## config.mk

```make
export PLATFORM = sky130hd
export DESIGN_NAME = fp_normalize_round
export DESIGN_NICKNAME = d
export VERILOG_FILES = /design/src/rtl/fp_normalize_round.sv
export SDC_FILE = /design/constraint.sdc
export NUM_CORES = 1
export LEC_CHECK = 0
export ABC_CLOCK_PERIOD_IN_PS = 4900
export BUFFER_PORTS_ARGS = -buffer_cell sky130_fd_sc_hd__buf_2
export CAP_MARGIN = 20
export CORE_MARGIN = 4
export CORE_UTILIZATION = 55
export CTS_BUF_LIST = sky130_fd_sc_hd__clkbuf_8
export DETAILED_ROUTE_END_ITERATION = 7
export MAX_ROUTING_LAYER = met4
export PLACE_DENSITY_LB_ADDON = 0.1
export SLEW_MARGIN = 20
export SYNTH_ARGS = -nofsm -noshare
export SYNTH_HDL_FRONTEND = slang
export SYNTH_SLANG_ARGS = --single-unit
export TNS_END_PERCENT = 30
```

## constraint.sdc

```tcl
create_clock -name clk -period 4.9 [get_ports clk]
set_input_delay 1.47 -clock clk [delete_from_list [all_inputs] [get_ports clk]]
set_output_delay 1.47 -clock clk [all_outputs]
set_load 0.05 [all_outputs]
```

## src/rtl/fp_normalize_round.sv

```systemverilog
// rtl/fp_normalize_round.sv - two-stage normalize and round-to-nearest-even for raw FP results
// Stage 1 finds the leading one; stage 2 shifts, rounds, and resolves overflow/underflow.

module leading_one_detector #(
  parameter int W  = 27,
  parameter int PW = $clog2(W)
) (
  input  logic [W-1:0]  mant,
  output logic [PW-1:0] pos
);
  // Ascending scan so the highest set bit wins.
  always_comb begin
    pos = '0;
    for (int i = 0; i < W; i++) begin
      if (mant[i]) pos = PW'(i);
    end
  end
endmodule

module fp_normalize_round #(
  parameter int EXP_WIDTH = 8,
  parameter int MAN_WIDTH = 23
) (
  input  logic                         clk,
  input  logic                         rst_n,
  input  logic                         in_valid,
  output logic                         in_ready,
  input  logic                         in_sign,
  input  logic [EXP_WIDTH-1:0]         in_exp,
  input  logic [MAN_WIDTH+3:0]         in_mant,
  output logic                         out_valid,
  input  logic                         out_ready,
  output logic [EXP_WIDTH+MAN_WIDTH:0] out_result,
  output logic                         out_overflow,
  output logic                         out_underflow,
  output logic                         out_inexact
);
  localparam int W   = MAN_WIDTH + 4;
  localparam int PW  = $clog2(W);
  localparam int EW2 = EXP_WIDTH + 2;
  localparam logic signed [EW2-1:0] EXP_MAX = EW2'((1 << EXP_WIDTH) - 1);
  localparam logic signed [EW2-1:0] EXP_ONE = EW2'(1);

  logic                 s1_valid;
  logic                 s1_sign;
  logic [EXP_WIDTH-1:0] s1_exp;
  logic [W-1:0]         s1_mant;
  logic [PW-1:0]        s1_pos;
  logic                 s1_zero;
  logic [PW-1:0]        lod_pos;

  logic e1, e2;
  assign e2       = !out_valid | out_ready;
  assign e1       = !s1_valid | e2;
  assign in_ready = rst_n & e1;

  leading_one_detector #(.W(W), .PW(PW)) u_lod (
    .mant (in_mant),
    .pos  (lod_pos)
  );

  logic [W-1:0]            norm;
  logic [PW-1:0]           shamt;
  logic signed [EW2-1:0]   exp_n;
  logic signed [EW2-1:0]   exp_f;
  logic [MAN_WIDTH+1:0]    sig_r;
  logic                    inc;

  // Normalize to hidden bit at W-2, then RNE on guard/sticky with carry-out renormalization.
  always_comb begin
    shamt = PW'(W - 2) - s1_pos;
    exp_n = $signed({2'b00, s1_exp});
    norm  = s1_mant;
    if (s1_pos == PW'(W - 1)) begin
      norm  = {1'b0, s1_mant[W-1:2], s1_mant[1] | s1_mant[0]};
      exp_n = exp_n + EW2'(1);
    end else if (s1_pos < PW'(W - 2)) begin
      norm  = s1_mant << shamt;
      exp_n = exp_n - $signed(EW2'(shamt));
    end
    inc   = norm[1] & (norm[0] | norm[2]);
    sig_r = {1'b0, norm[W-2:2]} + {{(MAN_WIDTH+1){1'b0}}, inc};
    exp_f = sig_r[MAN_WIDTH+1] ? exp_n + EW2'(1) : exp_n;
  end

  logic unused_bits;
  assign unused_bits = &{1'b0, norm[W-1], sig_r[MAN_WIDTH]};

  always_ff @(posedge clk) begin
    if (!rst_n) begin
      s1_valid      <= 1'b0;
      out_valid     <= 1'b0;
      out_result    <= '0;
      out_overflow  <= 1'b0;
      out_underflow <= 1'b0;
      out_inexact   <= 1'b0;
    end else begin
      if (e1) begin
        s1_valid <= in_valid;
        if (in_valid) begin
          s1_sign <= in_sign;
          s1_exp  <= in_exp;
          s1_mant <= in_mant;
          s1_pos  <= lod_pos;
          s1_zero <= (in_mant == '0);
        end
      end
      if (e2) begin
        out_valid <= s1_valid;
        if (s1_valid) begin
          if (s1_zero) begin
            out_result    <= {s1_sign, {(EXP_WIDTH+MAN_WIDTH){1'b0}}};
            out_overflow  <= 1'b0;
            out_underflow <= 1'b0;
            out_inexact   <= 1'b0;
          end else if (exp_f >= EXP_MAX) begin
            out_result    <= {s1_sign, {EXP_WIDTH{1'b1}}, {MAN_WIDTH{1'b0}}};
            out_overflow  <= 1'b1;
            out_underflow <= 1'b0;
            out_inexact   <= 1'b1;
          end else if (exp_f < EXP_ONE) begin
            out_result    <= {s1_sign, {(EXP_WIDTH+MAN_WIDTH){1'b0}}};
            out_overflow  <= 1'b0;
            out_underflow <= 1'b1;
            out_inexact   <= 1'b1;
          end else begin
            out_result    <= {s1_sign, exp_f[EXP_WIDTH-1:0], sig_r[MAN_WIDTH-1:0]};
            out_overflow  <= 1'b0;
            out_underflow <= 1'b0;
            out_inexact   <= norm[1] | norm[0];
          end
        end
      end
    end
  end
endmodule

```

# [After elaboration in Yosys (flattened, before gate mapping)]
# Cells that the tools add are included.
[classes] addsub=5 n_lt_le_gt_ge=3 eq_ne=1 shifts=1 muxes=41 bitwise=7 n_reduce_logical=7
[op_table] op="31-bit 2-to-1 mux" n=3
[op_table] op="4-bit 2-to-1 mux" n=16
[op_table] op="26-bit 2-to-1 mux" n=2
[op_table] op="10-bit 2-to-1 mux" n=3
[op_table] op="27-bit zero test" n=1
[op_table] op="27-bit by 5-bit left shift with 26-bit output" n=1
[op_table] op="24-bit by 1-bit adder with 25-bit output" n=1
[op_table] op="3-bit 2-to-1 mux" n=4
[op_table] op="11-bit OR reduction" n=1
[op_table] op="10-bit by 2-bit adder with 10-bit output, second input constant" n=1
[op_table] op="10-bit by 9-bit greater-or-equal comparator with 1-bit output, second input constant" n=1
[op_table] op="10-bit by 2-bit less-than comparator with 1-bit output, second input constant" n=1
[op_table] op="8-bit by 1-bit adder with 9-bit output, second input constant" n=1
[op_table] op="1-bit 2-to-1 mux" n=9
[op_table] op="8-bit by 5-bit subtractor with 9-bit output" n=1
[op_table] op="2-bit 2-to-1 mux" n=4
[op_table] op="5-bit == test, second input constant" n=1
[op_table] op="5-bit less-than comparator, second input constant" n=1
[op_table] op="1-bit OR" n=5
[op_table] op="5-bit subtractor, first input constant" n=1
[op_table] op="3-bit AND reduction" n=1
[op_table] op="3-bit OR reduction" n=1
[op_table] op="1-bit bitwise AND" n=2
[op_table] op="1-bit zero test" n=2
[op_table] op="2-bit AND reduction" n=1
[totals] regBits=79 in_bits=40 output_inout_bits=37 wordCells=78

# [Depth between registers and ports, before layout]
# Gate-level depths: netlist of the first run.
[depth] word_depth=25 ltp_mapped=31 mapped_depth_nobuf=19

# [By module]
# From an unflattened synthesis of the first run, not the netlist that was laid out.
[hier_totals] hier_cells=784 area_unflattened_um2=6999.2
[modules_own_cells] mod="fp_normalize_round" n_inst=1 cells_per_inst=734 area_per_inst_um2=6718.9 seq_area_each_um2=2001.9
[modules_own_cells] mod="leading_one_detector" n_inst=1 cells_per_inst=50 area_per_inst_um2=280.3 seq_area_each_um2=0.0

# [Worst setup path before layout of the first run]
# Ideal clock, no wire load.
[synth_timing] kind="flip-flop to flip-flop" startpoint="reg s1_pos[1]" endpoint="reg out_result[10]" setup_ns=0.060 arrival_ns=4.911 required_time_ns=4.840 path_slack_ns=-0.072 path_stages_with_launch=27 n_path_buf=10 period_less_slack_ns=4.972 cell_sequence="edfxtp_1 > buf_6 > buf_12 > buf_12 > buf_12 > buf_6 > inv_1 > ha_1 > buf_2 > xor2_2 > buf_6 > clkinv_4 > buf_8 > buf_2 > ha_1 > a21oi_1 > a21boi_0 > o41ai_1 > xor2_1 > nand3_1 > or3_1 > nor2_1 > a21oi_1 > nand3b_2 > nor3_4 > buf_6 > a22o_1"
[synth_via] elab_chain_cells=12 word_cells_on_any_way=19 cone_classes="add/sub (4); order compare (3); eq/ne (1); shift (1); mux (8); bitwise (2)"
[synth_lines] element="start, declared" line="48" text="logic [PW-1:0] s1_pos;"
[synth_lines] element="start signal, assigned" line="104" text="s1_pos <= lod_pos;"
[synth_lines] element="5-bit subtractor" line="71" text="shamt = PW'(W - 2) - s1_pos;"
[synth_lines] element="27-bit by 5-bit left shift with 26-bit output" line="78" text="norm = s1_mant << shamt;"
[synth_lines] element="26-bit 2-to-1 mux" line="77" text="end else if (s1_pos < PW'(W - 2)) begin"
[synth_lines] element="26-bit 2-to-1 mux" line="74" text="if (s1_pos == PW'(W - 1)) begin"
[synth_lines] element="1-bit OR" line="81" text="inc = norm[1] & (norm[0] | norm[2]);"
[synth_lines] element="1-bit bitwise AND" line="81"
[synth_lines] element="24-bit by 1-bit adder with 25-bit output" line="82" text="sig_r = {1'b0, norm[W-2:2]} + {{(MAN_WIDTH+1){1'b0}}, inc};"
[synth_lines] element="10-bit 2-to-1 mux" line="83" text="exp_f = sig_r[MAN_WIDTH+1] ? exp_n + EW2'(1) : exp_n;"
[synth_lines] element="10-bit by 2-bit less-than comparator with 1-bit output" line="121" text="end else if (exp_f < EXP_ONE) begin"
[synth_lines] element="31-bit 2-to-1 mux" line="121"
[synth_lines] element="31-bit 2-to-1 mux *" line="116" text="end else if (exp_f >= EXP_MAX) begin"
[synth_lines] element="31-bit 2-to-1 mux *" line="111" text="if (s1_zero) begin"
[synth_lines] element="end signal, assigned" line="112" text="out_result <= {s1_sign, {(EXP_WIDTH+MAN_WIDTH){1'b0}}};"
[synth_lines] element="end signal, assigned" line="117" text="out_result <= {s1_sign, {EXP_WIDTH{1'b1}}, {MAN_WIDTH{1'b0}}};"
[synth_lines] element="end signal, assigned" line="122" text="out_result <= {s1_sign, {(EXP_WIDTH+MAN_WIDTH){1'b0}}};"
[synth_lines] element="end, declared" line="33" text="output logic [EXP_WIDTH+MAN_WIDTH:0] out_result,"
# Every way passes the cells marked *; elsewhere a longest branch is shown, timed or not.
# A chain may end at the register's enable or synchronous reset.

# [Worst setup path in the final report of the first run]
[layout_timing] startpoint="reg s1_pos[4]" endpoint="reg out_result[2]"
# The elaborated chain is that of the path after synthesis.

==> impl_metrics.sql, run 1 <==
INSERT INTO impl_metrics (metric_group, metric, value, unit) VALUES
('finish', 'nFillCells', '994', ''),
('clock_tree', 'post_cts_hold_buffers', '0', ''),
('outcome', 'status', 'completed', ''),
('critical_path', 'crit_path_max_fanout', '23', ''),
('power_and_ir_drop', 'vdd_drop_max', '176', 'uV'),
('logic_synthesis', 'asyncSetResetFlopFracSynth', '0', '%'),
('timing', 'grt_setup_unrepaired', 'false', ''),
('routing', 'wl_per_cell', '21.5', 'um'),
('clock_tree', 'tritoncts_num_sinks', '79', ''),
('finish', 'diode_count', '0', ''),
('global_route', 'globalRouteMet2Util', '45.1', '%'),
('critical_path', 'crit-reg2reg-launch', 's1_pos[4]', ''),
('logic_synthesis', 'synth_area', '6550', 'sq um'),
('placement', 'buffer_ports.inserted', '76', ''),
('logic_synthesis', 'synth-xor-area-share', '4.39', '%'),
('timing', 'report.final.hold_viol_count', '0', ''),
('global_route', 'grt_first_pass_wirelength', '29800', 'um'),
('logic_synthesis', 'ys.flop_type', 'sky130_fd_sc_hd__edfxtp_1', ''),
('timing', 'worst_slew_pin_tran', '917', 'ps'),
('finish', 'final_common_cell', 'sky130_fd_sc_hd__buf_2', ''),
('worst_hold_path', 'worst_hold_startpoint', 'out_underflow', ''),
('global_route', 'global_route.usage.met3', '3.70', '%'),
('routing', 'vias_per_cell', '6.66', ''),
('timing', 'timing.final.max_slew_violations', '0', ''),
('critical_path', 'critical_path_class', 'flop to flop', ''),
('routing', 'total_drc_errors_in_the_routed_layout', '0', ''),
('global_route', 'grt_overall_usage', '29.2', '%'),
('logic_synthesis', 'synthSimpleGateAreaFrac', '19.6', '%'),
('clock_tree', 'clockBufferDepth', '2', ''),
('die', 'die_h', '117', 'um'),
('routing', 'detail_route.iter0.violations', '608', ''),
('critical_path', 'critical_path.endpoint_type', 'flop', ''),
('routing', 'drt_first_pass_iters', '5', ''),
('die', 'coreArea', '11500', 'sq um'),
('critical_path', 'required', '5210', 'ps'),
('critical_path', 'critical_path.cell_chain', 'nand2_1 > nor2_1 > buf_4 > a22oi_1 > nor2_1 > a21oi_1 > a31oi_1 > ha_1 > ha_1 > and4_2 > nand4b_2 > nor4_4 > buf_4 > mux2i_1 > a21oi_2 > nor3_4 > buf_6 > a22o_1', ''),
('placement', 'globalplace.congestion', '1.01', ''),
('timing', 'clock_skew', '22.9', 'ps'),
('die', 'design.die.area', '13700', 'sq um'),
('logic_synthesis', 'syn-num-nets', '721', ''),
('finish', 'commonest_cells_after_routing_fill_and_taps_aside', '76 x sky130_fd_sc_hd__buf_2, 69 x sky130_fd_sc_hd__nand2_1, 48 x sky130_fd_sc_hd__nor2_1, 42 x sky130_fd_sc_hd__edfxtp_1, 37 x sky130_fd_sc_hd__dfxtp_1', ''),
('die', 'chipWidth', '117', 'um'),
('global_route', 'grt_antenna_before_repair', '0', ''),
('critical_path', 'slowest_delay', '700', 'ps'),
('logic_synthesis', 'synth_fa_ha_area_share', '2.22', '%'),
('timing', 'max-slew-margin-rel', '38.9', '%'),
('clock_tree', 'clk_latency', '380', 'ps'),
('critical_path', 'worst-r2r-setup-slack', '290', 'ps'),
('timing', 'clock.fmax', '0.217', 'GHz'),
('worst_hold_path', 'hold_class', 'flop to flop', ''),
('clock_tree', 'clkSlewWorstSetupHoldPaths', '100', 'ps'),
('job', 'cap_viol_max_count', '0', ''),
('global_route', 'grt_max_degree', '43', ''),
('power_and_ir_drop', 'powerDensity', '258', 'nW/um^2'),
('routing', 'drt.antenna.violating_nets', '0', ''),
('clock_tree', 'cts_tree', 'yes', ''),
('logic_synthesis', 'synth_mux_area_share', '16.3', '%'),
('logic_synthesis', 'syn-instance-count', '670', ''),
('die', 'design.portCount', '77', ''),
('global_route', 'first_global_vias', '5563', ''),
('clock_tree', 'root_buffer', 'sky130_fd_sc_hd__clkbuf_8', ''),
('critical_path', 'timing.critical_path.arrival', '4910', 'ps'),
('timing', 'finalSetupTns', '0', 'ps'),
('global_route', 'overflow', '0', ''),
('logic_synthesis', 'synth_top_family_by_area', 'compound AO/OA/AOI/OAI gates', ''),
('critical_path', 'critPathLaunch', 's1_pos[4]', ''),
('placement', 'placedCellCount', '873', ''),
('die', 'std_cell_rows', '39', ''),
('global_route', 'grt_most_used_layer', 'met2', ''),
('global_route', 'grt_use_met1', '40.1', '%'),
('logic_synthesis', 'yosysWarnings', '0', '');
[report_power, final]
group          internal [W]  switching (W)
clock              0.000293       0.000268
combinational      0.000213       0.000329
sequential         0.000728      0.0000370
[area by class of cell]
| cell class | instances | area share [%] |
|---|---|---|
| Sequential cell | 79 | 27.6 |
| Clock inverter | 7 | 1.43 |
| Inverter | 19 | 1.11 |
| Clock buffer | 9 | 1.71 |
| Timing Repair Buffer | 98 | 7.59 |
| Tap cell | 143 | 2.47 |
| Multi-Input combinational cell | 535 | 58.0 |
[repair_timing]
| item | in CTS | in global routing |
|---|---|---|
| setup buffers | 0 | 1 |
| resized for setup | 0 | 5 |
| endpoints found under the setup margin | 0 | 28 |
| endpoints found under the hold margin | 0 | 0 |
[metal layers]
layer / vias up / part of all wire, %
met3: 33 / 6.9
met2: 270 / 47
met4: 0 / 2.3
met5: - / 0
li1: 2766 / -
met1: 2861 / 44
[logic make-up after synthesis]
group,Yosys count
and+or+nand+nor,243
AOI/OAI and AO/OA,181
DFF,79
muxes,68
buffers and inverters,56
xor gates and xnor gates,32
adders and majority gates,11
[cells in the mapped netlist (11+ instances only)]
| cell | instances | share of area, % |
|---|---|---|
| sky130_fd_sc_hd__a21oi_1 | 31 | 2.4 |
| sky130_fd_sc_hd__a22o_1 | 24 | 3.2 |
| sky130_fd_sc_hd__and3_1 | 11 | 1.1 |
| sky130_fd_sc_hd__dfxtp_1 | 37 | 11 |
| sky130_fd_sc_hd__edfxtp_1 | 42 | 19 |
| sky130_fd_sc_hd__inv_1 | 16 | 0.92 |
| sky130_fd_sc_hd__mux2i_1 | 28 | 4.3 |
| sky130_fd_sc_hd__mux4_2 | 20 | 6.9 |
| sky130_fd_sc_hd__nand2_1 | 69 | 4.0 |
| sky130_fd_sc_hd__nand3_1 | 21 | 1.6 |
| sky130_fd_sc_hd__nor2_1 | 48 | 2.8 |
| sky130_fd_sc_hd__nor3_1 | 21 | 1.6 |
| sky130_fd_sc_hd__o21ai_0 | 21 | 1.6 |
| sky130_fd_sc_hd__xnor2_1 | 20 | 2.7 |
| sky130_fd_sc_hd__xor2_1 | 11 | 1.5 |
[critical path: cells and delay by family, from the launching register on]
family	cells	cell delay, ps
compound gates	5	580
buf+inv	3	690
mux	1	220
fa+ha+maj	2	390
flops	1	700
simple gates	7	1940
[registers in the layout, indices dropped and copies added, names as in the netlist]
register	flops
out_inexact	1
out_overflow	1
s1_mant	27
s1_zero	1
s1_sign	1
out_underflow	1
out_valid	1
out_result	32
s1_valid	1
s1_pos	5
s1_exp	8
[through the flow]
stage	util, %	total power, W	cell area [sq um]	worst slack, ps	hold WS (ps)
final	62.9	0.00187	7240	293	451
after global routing	62.9	0.00195	7240	12.5	490
after CTS	62.6	0.00186	7210	159	446
after detailed placement	60.6	0.00131	6980	157	433
after global placement	60.6	0.00130	6980	388	422
after floorplan	-	0.00117	6580	46.6	453
[final timing paths]
| check | endpoint | depth (start not counted) |
|---|---|---|
| worst max-delay path | out_result[2] | 18 |
| worst min-delay path | out_underflow | 2 |
| worst max register to register | out_result[2] | 18 |
| worst min register to register | out_underflow | 2 |
(Power assumes the default switching activity.)
==> inputs of run 2 (changes only) <==
--- a/config.mk
+++ b/config.mk
@@ -5,7 +5,7 @@
 export SDC_FILE = /design/constraint.sdc
 export NUM_CORES = 1
 export LEC_CHECK = 0
-export ABC_CLOCK_PERIOD_IN_PS = 4900
+export ABC_CLOCK_PERIOD_IN_PS = 3990
 export BUFFER_PORTS_ARGS = -buffer_cell sky130_fd_sc_hd__buf_2
 export CAP_MARGIN = 20
 export CORE_MARGIN = 4
==> constraint.sdc (replaced) <==
create_clock -name clk -period 3.99 [get_ports clk]
set_input_delay 1.197 -clock clk [delete_from_list [all_inputs] [get_ports clk]]
set_output_delay 1.197 -clock clk [all_outputs]
set_load 0.05 [all_outputs]
==> run 2 against run 1 <==
Compared with the run above:
- the flow now finishes with violations (negative setup slack)
- routed wire length is 17% higher
- combinational power is 60% higher
- sequential power is 22% higher
- largest cell class unchanged
- highest routed layer unchanged
==> impl_metrics.sql, run 2 (same netlist as run 1, synthesis figures left out) <==
INSERT INTO impl_metrics (metric_group, metric, value, unit) VALUES
('timing', 'clock_skew', '27.3', 'ps'),
('global_route', 'grt_antenna_before_repair', '1', ''),
('finish', 'final_common_cell', 'sky130_fd_sc_hd__buf_4', ''),
('worst_hold_path', 'hold_class', 'flop to flop', ''),
('clock_tree', 'cts_h_tree_depth', '3', ''),
('clock_tree', 'tritoncts_num_sinks', '79', ''),
('finish', 'finalNonFillerCells', '1018', ''),
('power_and_ir_drop', 'netSwitchingPower', '0.000839', 'W'),
('timing', 'grt_setup_unrepaired', 'true', ''),
('global_route', 'grt_first_pass_wirelength', '33600', 'um'),
('die', 'design.die.area', '13700', 'sq um'),
('routing', 'total_drc_errors_in_the_routed_layout', '0', ''),
('critical_path', 'critical_path_class', 'flop to flop', ''),
('power_and_ir_drop', 'vdd_drop_max', '243', 'uV'),
('timing', 'setup-violations-final', '21', ''),
('placement', 'post-dp-hpwl', '16700', 'um'),
('critical_path', 'critical_path.endpoint_type', 'flop', ''),
('critical_path', 'worst-r2r-setup-slack', '-40', 'ps'),
('routing', 'totalWireLength', '22300', 'um'),
('die', 'initial_core_utilization', '56.9', '%'),
('power_and_ir_drop', 'p_clk_share', '27.5', '%'),
('critical_path', 'timing.critical_path.arrival', '4330', 'ps'),
('routing', 'drt.antenna.violating_nets', '0', ''),
('timing', 'layout_worst_path_cycle_share', '101', '%'),
('global_route', 'first_global_vias', '6313', ''),
('routing', 'wl_per_cell', '21.9', 'um'),
('timing', 'worst_slew_pin_tran', '936', 'ps'),
('clock_tree', 'clockBufferDepth', '2', ''),
('finish', 'final_layout_size_suffix_gt1_share', '40.0', '%'),
('power_and_ir_drop', 'design_power_total', '0.00248', 'W'),
('placement', 'buffer_ports.inserted', '76', ''),
('finish', 'top_register', 'out_result', ''),
('timing', 'report.final.hold_viol_count', '0', ''),
('power_and_ir_drop', 'internal_power', '0.00164', 'W'),
('timing', 'worst_slack', '-36.8', 'ps'),
('power_and_ir_drop', 'seqPwrFrac', '37.7', '%'),
('outcome', 'status', 'finished with violations', ''),
('routing', 'detail_route.iter0.violations', '831', ''),
('critical_path', 'required', '4290', 'ps'),
('finish', 'nets', '920', ''),
('power_and_ir_drop', 'total_leakage_power', '3.54', 'nW'),
('finish', 'largest_register_ff_count', '32', ''),
('die', 'std_cell_rows', '39', ''),
('die', 'design.portCount', '77', ''),
('job', 'cap_viol_max_count', '0', ''),
('routing', 'vias_per_cell', '6.51', ''),
('critical_path', 'crit_path_max_fanout', '8', ''),
('clock_tree', 'root_buffer', 'sky130_fd_sc_hd__clkbuf_8', ''),
('global_route', 'grt_overall_usage', '33.2', '%'),
('clock_tree', 'clkSlewWorstSetupHoldPaths', '90', 'ps'),
('timing', 'finalSetupTns', '-277', 'ps'),
('finish', 'commonest_cells_after_routing_fill_and_taps_aside', '130 x sky130_fd_sc_hd__buf_4, 76 x sky130_fd_sc_hd__buf_2, 68 x sky130_fd_sc_hd__nand2_1, 45 x sky130_fd_sc_hd__nor2_1, 42 x sky130_fd_sc_hd__edfxtp_1', ''),
('routing', 'drt_first_pass_iters', '5', ''),
('finish', 'largestRegisters', 'out_result (32), s1_mant (27), s1_exp (8)', ''),
('die', 'coreArea', '11500', 'sq um'),
('timing', 'timing.final.max_slew_violations', '0', ''),
('clock_tree', 'clk_latency', '380', 'ps'),
('placement', 'globalplace.congestion', '1.02', ''),
('finish', 'nFillCells', '840', ''),
('die', 'chipWidth', '117', 'um'),
('outcome', 'failing_checks', 'negative setup slack', ''),
('die', 'die_h', '117', 'um'),
('power_and_ir_drop', 'part_of_the_total_power_dissipated_in_combinational_logic', '34.8', '%'),
('finish', 'area_growth_synth_to_finish', '31.3', '%'),
('timing', 'layout_min_cycle_time', '4030', 'ps'),
('clock_tree', 'cts_tree', 'yes', ''),
('global_route', 'overflow', '0', ''),
('routing', 'detailroute.via_count', '6626', ''),
('timing', 'clock.fmax', '0.248', 'GHz'),
('power_and_ir_drop', 'powerDensity', '288', 'nW/um^2'),
('placement', 'placedCellCount', '972', ''),
('critical_path', 'sort_of_element_at_the_start_of_the_critical_path', 'flop', ''),
('power_and_ir_drop', 'sw_frac_of_total', '33.8', '%'),
('timing', 'max-slew-margin-rel', '37.6', '%'),
('global_route', 'grt_max_degree', '43', ''),
('clock_tree', 'cts_buffers', '9', '');
-- run 2: cell count changes in the layout (fill, tap and decap cells not counted), moves of 3 or more --
cell	change
sky130_fd_sc_hd__nor2_2	+3
sky130_fd_sc_hd__nor2_1	-3
sky130_fd_sc_hd__o221ai_2	+3
sky130_fd_sc_hd__o21ai_1	+6
sky130_fd_sc_hd__buf_4	+109
sky130_fd_sc_hd__o21ai_0	-9
sky130_fd_sc_hd__buf_12	+4
sky130_fd_sc_hd__buf_6	+11
sky130_fd_sc_hd__o221ai_1	-3
sky130_fd_sc_hd__nor3_1	-4
sky130_fd_sc_hd__mux2i_1	-3
-- run 2: metrics by stage --
| stage | hold slack (ps) | util (%) | area (sq um) | setup slack (ps) |
|---|---|---|---|---|
| final | 442 | 74.7 | 8600 | -36.8 |
| after global routing | 468 | 74.7 | 8600 | -222 |
| after CTS | 447 | 72.3 | 8330 | -55.4 |
| after detailed placement | 434 | 67.8 | 7810 | -158 |
| after global placement | 422 | 67.8 | 7810 | -45.8 |
| after floorplan | 453 | - | 6660 | -700 |
-- run 2: power by group through the flow --
stage,registers (W),clock network (W),logic [W]
6_report,0.000933,0.000682,0.000864
3_3_place_gp,0.000947,0,0.000748
2_1_floorplan,0.000992,0,0.000460
5_1_grt,0.000937,0.000729,0.000916
4_1_cts,0.000931,0.000689,0.000804
3_5_place_dp,0.000950,0,0.000764
-- run 2: final timing paths --
path / to / cells after the start / startpoint
setup reg to reg: out_result[10] / 18 / s1_pos[1]
hold / removal: out_underflow / 2 / out_underflow
setup / recovery: out_result[10] / 18 / s1_pos[1]
hold reg to reg: out_underflow / 2 / out_underflow
-- run 2: what timing repair did --
action	in CTS	in global routing
hold buffers	0	0
pin swaps	13	23
resized for setup	26	53
cloned	1	1
hold endpoints to repair	0	0
endpoints found under the setup margin	32	34
setup buffers	17	12
-- run 2: routing by layer --
metal	vias up	track usage [%]	routed length (um)
met5	-	-	0
met4	0	14.6	852
met3	81	6.68	1870
met2	395	52.0	10800
met1	3122	41.6	8810
li1	3028	-	-
-- run 2: final cells by class --
class,instances,area [sq um],share of cell area (%)
well taps,143,179,2.08
diodes,1,2.50,0.0291
clock inverters,7,103,1.19
multi-input cells,535,4470,51.9
repair buffers,225,1640,19.1
flip-flops and latches,79,2000,23.3
clock buffers,9,124,1.44
inverters,19,85.1,0.989
-- run 2: worst max-delay path, stage by stage (launching register included) --
cell	delay (ps)
sky130_fd_sc_hd__edfxtp_1	380
sky130_fd_sc_hd__buf_6	120
sky130_fd_sc_hd__clkinv_4	40
sky130_fd_sc_hd__ha_4	280
sky130_fd_sc_hd__clkinvlp_4	100
sky130_fd_sc_hd__buf_4	160
sky130_fd_sc_hd__ha_1	340
sky130_fd_sc_hd__o21a_1	150
sky130_fd_sc_hd__or3_1	340
sky130_fd_sc_hd__a31o_2	320
sky130_fd_sc_hd__and3_2	290
sky130_fd_sc_hd__and3_1	210
sky130_fd_sc_hd__o21ba_2	220
sky130_fd_sc_hd__a211oi_2	250
sky130_fd_sc_hd__o22ai_4	120
sky130_fd_sc_hd__nor3_4	230
sky130_fd_sc_hd__buf_12	150
sky130_fd_sc_hd__buf_12	110
sky130_fd_sc_hd__a22o_1	150
==> inputs of run 3 (changes only) <==
--- a/config.mk
+++ b/config.mk
@@ -5,11 +5,12 @@
 export SDC_FILE = /design/constraint.sdc
 export NUM_CORES = 1
 export LEC_CHECK = 0
+export ABC_AREA = 1
 export ABC_CLOCK_PERIOD_IN_PS = 3990
 export BUFFER_PORTS_ARGS = -buffer_cell sky130_fd_sc_hd__buf_2
 export CAP_MARGIN = 20
-export CORE_MARGIN = 4
-export CORE_UTILIZATION = 55
+export CORE_MARGIN = 3
+export CORE_UTILIZATION = 56
 export CTS_BUF_LIST = sky130_fd_sc_hd__clkbuf_8
 export DETAILED_ROUTE_END_ITERATION = 7
 export MAX_ROUTING_LAYER = met4
==> run 3 against run 2 <==
Compared with the run above:
- combinational power down 21%
- die area down 2.3%
- highest routed layer unchanged
- core utilization down 7.7 points
- power down 8.4%
- sequential power down 0.9%
- non-clock buffer count down 99
- first-iteration DRC count down 16%
- the run now ends clean
- clock skew down 13 ps
- routed wire length down 13%
- hold slack better by 22 ps
- clock power down 3%
- register-to-register slack better by 100 ps
==> impl_metrics.sql, run 3 <==
INSERT INTO impl_metrics (metric_group, metric, value, unit) VALUES
('outcome', 'status', 'completed', ''),
('placement', 'buffer_ports.inserted', '76', ''),
('logic_synthesis', 'synth_area', '6750', 'sq um'),
('routing', 'drt.antenna.violating_nets', '0', ''),
('critical_path', 'worstRegToRegCells', '27', ''),
('clock_tree', 'cts_buffers', '9', ''),
('routing', 'wl_per_cell', '15.1', 'um'),
('logic_synthesis', 'share_of_yosys_cell_area_claimed_by_the_top_area_cell_type', '18.7', '%'),
('critical_path', 'path_common_cell', 'sky130_fd_sc_hd__nor2_1', ''),
('power_and_ir_drop', 'total_leakage_power', '3.82', 'nW'),
('timing', 'setup-violations-final', '0', ''),
('finish', 'largest_register_ff_count', '32', ''),
('clock_tree', 'clockBufferDepth', '2', ''),
('logic_synthesis', 'synth_compound_area_share', '7.76', '%'),
('critical_path', 'crit_path_max_fanout', '15', ''),
('placement', 'post-dp-hpwl', '14700', 'um'),
('finish', 'commonest_cells_after_routing_fill_and_taps_aside', '300 x sky130_fd_sc_hd__nand2_1, 182 x sky130_fd_sc_hd__nand3_1, 107 x sky130_fd_sc_hd__nor2_1, 101 x sky130_fd_sc_hd__inv_1, 76 x sky130_fd_sc_hd__buf_2', ''),
('job', 'cap_viol_max_count', '0', ''),
('timing', 'timing.final.max_slew_violations', '0', ''),
('die', 'coreArea', '11600', 'sq um'),
('logic_synthesis', 'asyncSetResetFlopFracSynth', '0', '%'),
('logic_synthesis', 'syn-instance-count', '1050', ''),
('timing', 'layout_worst_path_cycle_share', '98.4', '%'),
('critical_path', 'required', '4230', 'ps'),
('finish', 'layout.cell_area.non_filler', '7780', 'sq um'),
('critical_path', 'slowest_delay', '440', 'ps'),
('logic_synthesis', 'synth_fa_ha_area_share', '2.15', '%'),
('timing', 'clock_skew', '13.8', 'ps'),
('logic_synthesis', 'post_synth_main_area_contributors', 'sky130_fd_sc_hd__edfxtp_1 19%, sky130_fd_sc_hd__nand2_1 17%, sky130_fd_sc_hd__nand3_1 14%', ''),
('power_and_ir_drop', 'design_power_total', '0.00227', 'W'),
('placement', 'placedCellCount', '1255', ''),
('logic_synthesis', 'synth_top_family_by_area', 'simple AND/OR/NAND/NOR gates', ''),
('clock_tree', 'clk_latency', '370', 'ps'),
('clock_tree', 'cts_h_tree_depth', '3', ''),
('timing', 'finalSetupTns', '0', 'ps'),
('logic_synthesis', 'yosys.area.top_type', 'sky130_fd_sc_hd__edfxtp_1', ''),
('global_route', 'grt_max_degree', '42', ''),
('critical_path', 'sort_of_element_at_the_start_of_the_critical_path', 'flop', ''),
('critical_path', 'timing.critical_path.buf_inv', '3', ''),
('critical_path', 'critical_path.slowest_cell', 'sky130_fd_sc_hd__edfxtp_1', ''),
('finish', 'area_growth_synth_to_finish', '15.2', '%'),
('routing', 'totalWireLength', '19500', 'um'),
('routing', 'vias_per_cell', '5.63', ''),
('logic_synthesis', 'ys_types', '52', ''),
('logic_synthesis', 'synthSimpleGateAreaFrac', '47.2', '%'),
('logic_synthesis', 'number_of_enable_type_register_cells_in_the_synthesized_netlist', '42', ''),
('critical_path', 'timing.critical_path.arrival', '4170', 'ps'),
('logic_synthesis', 'synth_most_common_cell', 'sky130_fd_sc_hd__nand2_1', ''),
('timing', 'final.hold.worst_slack', '464', 'ps'),
('timing', 'max-slew-margin-rel', '51.7', '%'),
('routing', 'drt_first_pass_iters', '6', ''),
('finish', 'top_register', 'out_result', ''),
('routing', 'detailroute.via_count', '7251', ''),
('finish', 'largestRegisters', 'out_result (32), s1_mant (27), s1_exp (8)', ''),
('finish', 'nets', '1192', ''),
('worst_hold_path', 'hold-path-cell-count', '2', ''),
('clock_tree', 'root_buffer', 'sky130_fd_sc_hd__clkbuf_8', ''),
('timing', 'report.final.hold_viol_count', '0', ''),
('clock_tree', 'cts_tree', 'yes', ''),
('timing', 'clock.fmax', '0.255', 'GHz'),
('critical_path', 'critical_path_depth', '27', ''),
('global_route', 'first_global_vias', '6444', ''),
('die', 'design.portCount', '77', ''),
('logic_synthesis', 'synth_mux_area_share', '0', '%'),
('global_route', 'grt_overall_usage', '29.8', '%'),
('die', 'design.die.area', '13400', 'sq um'),
('routing', 'detail_route.iter0.violations', '697', ''),
('critical_path', 'critical_path_class', 'flop to flop', ''),
('logic_synthesis', 'ys_ff_latch', '79', ''),
('logic_synthesis', 'yosysWarnings', '0', ''),
('timing', 'layout_min_cycle_time', '3930', 'ps'),
('logic_synthesis', 'ys.flop_type', 'sky130_fd_sc_hd__edfxtp_1', ''),
('critical_path', 'critical_path.endpoint_type', 'flop', ''),
('clock_tree', 'clkSlewWorstSetupHoldPaths', '80', 'ps'),
('placement', 'placed_cell_area', '7270', 'sq um'),
('logic_synthesis', 'synth_area_per_cell', '6.43', 'sq um'),
('finish', 'diode_count', '0', ''),
('die', 'initial_core_utilization', '58.1', '%'),
('die', 'std_cell_rows', '39', ''),
('finish', 'final_common_cell', 'sky130_fd_sc_hd__nand2_1', ''),
('critical_path', 'timing.critical_path.max_delay_family', 'simple AND/OR/NAND/NOR gates', ''),
('power_and_ir_drop', 'vdd_drop_max', '227', 'uV'),
('global_route', 'grt_first_pass_wirelength', '30800', 'um'),
('routing', 'total_drc_errors_in_the_routed_layout', '0', ''),
('logic_synthesis', 'part_of_the_yosys_area_used_for_sequential_elements', '29.6', '%'),
('logic_synthesis', 'synth_commonest_cells', '306 x sky130_fd_sc_hd__nand2_1, 186 x sky130_fd_sc_hd__nand3_1, 111 x sky130_fd_sc_hd__nor2_1', ''),
('finish', 'final_layout_size_suffix_gt1_share', '19.9', '%'),
('placement', 'globalplace.congestion', '1.00', ''),
('clock_tree', 'tritoncts_num_sinks', '79', ''),
('finish', 'finalNonFillerCells', '1289', ''),
('die', 'chipWidth', '116', 'um'),
('worst_hold_path', 'hold_class', 'flop to flop', ''),
('die', 'die_h', '116', 'um'),
('timing', 'worst_slew_pin_tran', '717', 'ps'),
('clock_tree', 'post_cts_hold_buffers', '0', ''),
('power_and_ir_drop', 'powerDensity', '292', 'nW/um^2'),
('logic_synthesis', 'syn-num-nets', '1101', ''),
('global_route', 'grt_antenna_before_repair', '0', ''),
('logic_synthesis', 'synth-xor-area-share', '2.19', '%'),
('global_route', 'overflow', '0', '');
==> run 3: cell count changes after synthesis, sizes merged, moves of 13 or more <==
| cell | previous run | this run |
|---|---|---|
| nand4 | 7 | 26 |
| mux4 | 27 | 0 |
| inv | 17 | 113 |
| nand2 | 69 | 324 |
| a22o | 24 | 0 |
| o21ai | 25 | 39 |
| nor2 | 49 | 122 |
| nor3 | 23 | 10 |
| xnor2 | 20 | 5 |
| mux2i | 29 | 0 |
| nand3 | 22 | 196 |
==> run 3: kinds of logic (layout without fill, tap and decap cells) <==
group | count (synthesis) | count (layout)
AND/OR/NAND/NOR | 692 | 692
XOR/XNOR | 16 | 16
buffers and inverters | 160 | 256
AO/OA/AOI/OAI | 92 | 92
flip-flops | 79 | 79
adder cells (fa/ha/maj) | 11 | 11
==> run 3: layout make-up <==
| type | instances | area, sq um |
|---|---|---|
| well taps | 143 | 179 |
| clock buffers | 10 | 138 |
| fillers | 1128 | 3840 |
| clock inverters | 6 | 77.6 |
| multi-input cells | 811 | 4120 |
| inverters | 114 | 443 |
| repair buffers | 126 | 822 |
| flip-flops and latches | 79 | 2000 |
==> run 3: repair_timing <==
item | CTS | global route
resized for setup | 0 | 32
endpoints found under the hold margin | 0 | 0
setup endpoints to repair | 0 | 34
buffers inserted | 0 | 17
==> run 3: metrics by stage <==
step                      worst slack (ps)  utilization (%)
final                                 64.1             67.0
after global routing                  -164             67.0
after CTS                             82.0             64.5
after detailed placement              92.0             62.6
after global placement                 193             62.6
after floorplan                       18.7                -
==> run 3: worst register-to-register path, cell delays in order, from the launching register on <==
cell and delay [ps]:
sky130_fd_sc_hd__edfxtp_1 440, sky130_fd_sc_hd__buf_12 180, sky130_fd_sc_hd__clkinv_4 100, sky130_fd_sc_hd__nand2_1 90
sky130_fd_sc_hd__nand2_2 90, sky130_fd_sc_hd__nand4_1 180, sky130_fd_sc_hd__nor2_2 170, sky130_fd_sc_hd__a2bb2oi_2 160
sky130_fd_sc_hd__a21boi_2 170, sky130_fd_sc_hd__ha_2 190, sky130_fd_sc_hd__ha_2 190, sky130_fd_sc_hd__nand3_2 100
sky130_fd_sc_hd__nor2_2 140, sky130_fd_sc_hd__nand2_2 110, sky130_fd_sc_hd__nor2_4 160, sky130_fd_sc_hd__nand2_4 90
sky130_fd_sc_hd__nor2_8 170, sky130_fd_sc_hd__nand3_1 120, sky130_fd_sc_hd__nand2_2 120, sky130_fd_sc_hd__nand2_1 70
sky130_fd_sc_hd__nor2_1 110, sky130_fd_sc_hd__nand2_1 110, sky130_fd_sc_hd__nand2_4 160, sky130_fd_sc_hd__nand2_8 110
sky130_fd_sc_hd__inv_4 90, sky130_fd_sc_hd__nor2_1 50, sky130_fd_sc_hd__nor2_1 80, sky130_fd_sc_hd__nor2_1 50
==> run 3: path summary, 6_finish.rpt <==
path	from	slack, ps	endpoint
setup / recovery	s1_pos[0]	60	out_result[0]
hold / removal	out_result[3]	460	out_result[3]
setup reg to reg	s1_pos[0]	60	out_result[0]
hold reg to reg	out_result[3]	460	out_result[3]
==> run 3: layer usage <==
layer  global-route usage [%]  wire [um]  share of wire (%)  vias to the layer above
met2                     44.7       8910                 46                      262
met5                        -          0                  0                        -
met4                     8.58        341                1.8                        0
met1                     41.6       8980                 46                     3331
met3                     4.75       1230                6.3                       30
li1                         -          -                  -                     3628
==> run 3: power breakdown <==
group          switching, W  internal, W  total [W]  leakage [nW]
sequential        0.0000310     0.000894   0.000925         0.698
combinational      0.000459     0.000225   0.000684          3.00
clock              0.000299     0.000363   0.000662         0.119
total              0.000789      0.00148    0.00227          3.82
